==> config.mk <==
export PLATFORM = sky130hd
export DESIGN_NAME = mult16_seq
export DESIGN_NICKNAME = d
export VERILOG_FILES = /design/src/rtl/mult16_seq.sv
export SDC_FILE = /design/constraint.sdc
export NUM_CORES = 1
export LEC_CHECK = 0
export CAP_MARGIN = 25
export CELL_PAD_IN_SITES_DETAIL_PLACEMENT = 0
export CELL_PAD_IN_SITES_GLOBAL_PLACEMENT = 1
export CORE_MARGIN = 5
export CORE_UTILIZATION = 42
export CTS_CLUSTER_DIAMETER = 60
export DETAILED_ROUTE_END_ITERATION = 8
export GPL_TIMING_DRIVEN = 1
export PLACE_DENSITY = 0.84
export SLEW_MARGIN = 20
export SYNTH_ARGS = -nofsm -noshare
export SYNTH_HDL_FRONTEND = slang
export SYNTH_SLANG_ARGS = --single-unit
==> constraint.sdc <==
create_clock -name clk -period 3.45 [get_ports clk]
set_input_delay 0.69 -clock clk [delete_from_list [all_inputs] [get_ports clk]]
set_output_delay 0.69 -clock clk [all_outputs]
set_load 0.005 [all_outputs]
==> src/rtl/mult16_seq.sv <==
// mult16_seq -- sequential shift-add multiplier, WIDTH x WIDTH -> 2*WIDTH.
//
// One multiplier bit is retired per CALC cycle. The whole operation takes
// WIDTH iterations between the start handshake and a one-cycle done pulse.
// The product register holds its value from done until the next done.
//
// Ports:
//   clk          in   rising-edge clock
//   reset        in   synchronous, active-high reset
//   start        in   request, only sampled in IDLE
//   multiplicand in   operand A, captured on an accepted start
//   multiplier   in   operand B, captured on an accepted start
//   busy         out  high while iterating (CALC)
//   done         out  one-cycle pulse, product valid
//   product      out  result, held until the next done
//
// Configuration macro: SIGNED_MULT_EN
//   Defined   -> two's-complement operands and product.
//   Undefined -> unsigned operation.
module mult16_seq #(
  parameter int WIDTH = 16
) (
  input  logic               clk,
  input  logic               reset,
  input  logic               start,
  input  logic [WIDTH-1:0]   multiplicand,
  input  logic [WIDTH-1:0]   multiplier,
  output logic               busy,
  output logic               done,
  output logic [2*WIDTH-1:0] product
);

  localparam int CNT_W = $clog2(WIDTH) + 1;

  typedef enum logic [1:0] {
    IDLE = 2'd0,
    CALC = 2'd1,
    DONE = 2'd2
  } state_e;

  state_e             state_q, state_d;
  logic [WIDTH-1:0]   a_q, a_d;
  logic [2*WIDTH:0]   p_q, p_d;
  logic [CNT_W-1:0]   cnt_q, cnt_d;
  logic [2*WIDTH-1:0] product_q, product_d;

  logic               last;
  logic [WIDTH:0]     sum;
  logic               fill;
  logic [2*WIDTH:0]   p_shift;

  // One iteration's add/subtract of the multiplicand into the high half.
  // hi_ext already carries the correct 17th bit (see its source below).
  function automatic logic [WIDTH:0] iter_sum(
    input logic [WIDTH:0]   hi_ext,
    input logic [WIDTH-1:0] a,
    input logic             add_en,
    input logic             sub_en
  );
    logic signed [WIDTH:0] h;
    logic signed [WIDTH:0] ax;
    h = $signed(hi_ext);
`ifdef SIGNED_MULT_EN
    ax = $signed({a[WIDTH-1], a});
`else
    ax = $signed({1'b0, a});
`endif
    if (!add_en)
      return h;
    else if (sub_en)
      return h - ax;
    else
      return h + ax;
  endfunction

  assign last = (cnt_q == CNT_W'(WIDTH - 1));

  // The carry bit P[2W] always equals the extension of hi: it is zero in
  // unsigned mode, and in signed mode the arithmetic shift leaves it equal
  // to hi's sign bit. After a load both are zero. So {P[2W], hi} is the
  // properly extended high half in either mode.
  always_comb begin
`ifdef SIGNED_MULT_EN
    sum  = iter_sum(p_q[2*WIDTH:WIDTH], a_q, p_q[0], last);
    fill = sum[WIDTH];
`else
    sum  = iter_sum(p_q[2*WIDTH:WIDTH], a_q, p_q[0], 1'b0);
    fill = 1'b0;
`endif
    p_shift = {fill, sum, p_q[WIDTH-1:1]};
  end

  always_comb begin
    state_d   = state_q;
    a_d       = a_q;
    p_d       = p_q;
    cnt_d     = cnt_q;
    product_d = product_q;
    case (state_q)
      IDLE: begin
        if (start) begin
          a_d     = multiplicand;
          p_d     = {{(WIDTH + 1){1'b0}}, multiplier};
          cnt_d   = '0;
          state_d = CALC;
        end
      end
      CALC: begin
        p_d   = p_shift;
        cnt_d = cnt_q + 1'b1;
        if (last) begin
          // Capture the result on entry to DONE so it is valid with done.
          product_d = p_shift[2*WIDTH-1:0];
          state_d   = DONE;
        end
      end
      DONE:    state_d = IDLE;
      default: state_d = IDLE;
    endcase
  end

  always_ff @(posedge clk) begin
    if (reset) begin
      state_q   <= IDLE;
      a_q       <= '0;
      p_q       <= '0;
      cnt_q     <= '0;
      product_q <= '0;
    end else begin
      state_q   <= state_d;
      a_q       <= a_d;
      p_q       <= p_d;
      cnt_q     <= cnt_d;
      product_q <= product_d;
    end
  end

  assign busy    = (state_q == CALC);
  assign done    = (state_q == DONE);
  assign product = product_q;

endmodule

==> impl_metrics.tcl <==
set metrics [dict create \
    cp.required_ns 3.70 \
    start_kind "flip-flop" \
    postCtsSetupBuffers 0 \
    max_stage_delay_ns 0.44 \
    synth_area_sq_mm 0.00416 \
    ant_nets 0 \
    worst_slack_ns 0.881 \
    yosysTopAreaCell "dfxtp_1" \
    outcome "complete, no violations" \
    grt_pass1_vias 3836 \
    die_area_sq_mm 0.0120 \
    grt_pass1_wl_microns 18100 \
    clkLatencyLatePin_ns 0.36 \
    total_leakage_power_nw 1.89 \
    min_path_type "flip-flop to flip-flop" \
    drv_slew 0 \
    hold_viol 0 \
    setup.worst_path.start "p_q[16]" \
    fp-row-count 36 \
    cp_num_buf_inv 0 \
    synthCells 521 \
    critPathMaxFanout 3 \
    cp_top_family "compound AO/OA/AOI/OAI gates" \
    die_h_microns 110 \
    synth_flop_cell "dfxtp_1" \
    syn_nets 575 \
    synth_top_cell_area_share_pct 41.9 \
    antenna_found_initial 0 \
    max_freq_mhz 389 \
    cts_made_buffers 9 \
    viasPerCell 5.42 \
    antennaDiodeCount 0 \
    critPathCaptureType "flip-flop" \
    min_period_over_period_pct 74.5 \
    fin_nets 630 \
    synth.area.top_cells "dfxtp_1 42%, nand2_1 9.7%, a21oi_1 6.7%" \
    ys_types 49 \
    syn_to_final_growth_pct 23.4 \
    synth_common_cells "107 x nand2_1, 87 x dfxtp_1, 60 x nor2_1, 56 x a21oi_1, 27 x clkbuf_1" \
    nFillCells 977 \
    initial_utilization_pct 42.8 \
    worstMarginPinSlew_ns 0.959 \
    grt_use_total_pct 18.9 \
    holdBufCountCts 0 \
    dp_hpwl_microns 7390 \
    worstPathCellList "ha_1 -> fa_1 -> a21o_1 -> a221oi_2 -> o211ai_1 -> a21oi_1 -> nor3b_1 -> o41ai_1" \
    first_pass_iters 4 \
    cts_tree "done" \
    rsz0062_at_grt "no" \
    vdd_drop_max_uv 185 \
    crit_slowest_cell "a221oi_2" \
    r2r_start "p_q[16]" \
    ys_seq_area_share_pct 41.9 \
    total_power_mw 1.98 \
    finalCriticalPeriod_ns 2.57 \
    regArea_sq_mm 0.00174 \
    synth.most_common_cell "nand2_1" \
    crit_cells 8 \
    yosys_register_bits 87 \
    drive_gt1_share_pct 6.88 \
    min_from "product[5]" \
    cts_resized 0 \
    drt_iter0_markers 162 \
    die_w_microns 110 \
    grt_start_max_net_pins 60 \
    ioPinCount 69 \
    holdPathStages 2 \
    vias 3873 \
    setup_violations 0 \
    drc 0 \
    gp_congestion 0.885 \
    wl_per_cell_microns 15.0 \
    h-tree-depth 3 \
    cts_root_buf "clkbuf_8" \
    drt-total-wl_microns 10700 \
    timing.setup.tns_ns 0 \
    path_class "flip-flop to flip-flop" \
    syn_area_per_cell_sq_um 7.99 \
    async_flop_share_pct 0 \
    synth_edf_count 0 \
    slew_headroom_pct 36.1 \
    worst_clock_skew_ns 0.0119 \
    path_clk_slew_ns 0.10 \
    cts_sinks 87 \
    cap_violations 0 \
    multiInputGateArea_sq_mm 0.00226 \
    worstPathArrival_ns 2.82 \
    ff2ff_path_depth 8 \
    io_buffers 68 \
    power_density_mw_per_mm2 385 \
    overflow 0 \
    clockBufferDepth 2 \
    pre_cts_ws_ns 0.957 \
    core_sq_mm 0.00973 \
    ys_warn_count 0 \
]
-- layer usage --
metal	GRT usage [%]	part of all wire, %	routed length, microns
met4	7.75	2.4	262
met3	4.11	4.6	492
met5	0	0	0
met1	25.7	46	4940
met2	29.1	47	5020
-- sequential cells by signal, summed over array words and instances (netlist names) --
register,count
p_q,32
product,32
a_q,16
cnt_q,5
state_q,2
-- cells in the final DEF (no fill, tap or decap), types with 10 or more instances in the layout --
master | netlist | layout
nand2_1 | 107 | 107
dfxtp_1 | 87 | 87
clkdlybuf4s50_1 | 0 | 67
nor2_1 | 60 | 60
a21oi_1 | 56 | 56
a311oi_1 | 19 | 19
ha_1 | 18 | 18
a211oi_1 | 12 | 12
nand3_1 | 12 | 12
buf_4 | 0 | 12
o21ai_0 | 11 | 11
a31oi_1 | 10 | 10
-- worst min-delay path, delay by kind of cell, from the launching register on --
kind / cells / cell delay (ns)
AO/OA/AOI/OAI: 1 / 0.05
AND/OR/NAND/NOR: 1 / 0.05
flip-flops: 1 / 0.32
-- logic make-up after synthesis --
family	Yosys count	share of synthesized area [%]
simple gates	212	21.4
mux	7	1.71
fa+ha+maj	19	5.89
flops	87	41.9
compound gates	141	22.7
buf+inv	44	4.06
xor+xnor	11	2.32
-- worst paths after layout --
path	slack [ns]	end
worst max-delay path	0.88	p_q[27]
worst min register to register	0.46	product[5]
worst min-delay path	0.46	product[5]
worst max register to register	0.88	p_q[27]
-- report_power, final --
group          switching [mW]  internal [mW]
registers              0.0322           1.04
logic                   0.147          0.104
clock network           0.389          0.266
total                   0.568           1.41
-- cell type report --
class / instances / area share [%]
clock inverter: 6 / 0.877
multi-input combinational: 390 / 44.0
clock buffer: 10 / 2.49
inverter: 8 / 0.585
timing repair buffer: 80 / 14.9
sequential: 87 / 33.9
tap: 133 / 3.24
-- metrics by stage --
step	cell area [sq um]	cells	util, %	hold slack (ns)
floorplan	4160	521	-	0.429
global placement	4960	698	51.0	0.441
detailed placement	4960	698	51.0	0.448
CTS	5130	714	52.8	0.462
global route	5130	714	52.8	0.485
finish	5130	714	52.8	0.458
Power figures use the tool's default switching activity.
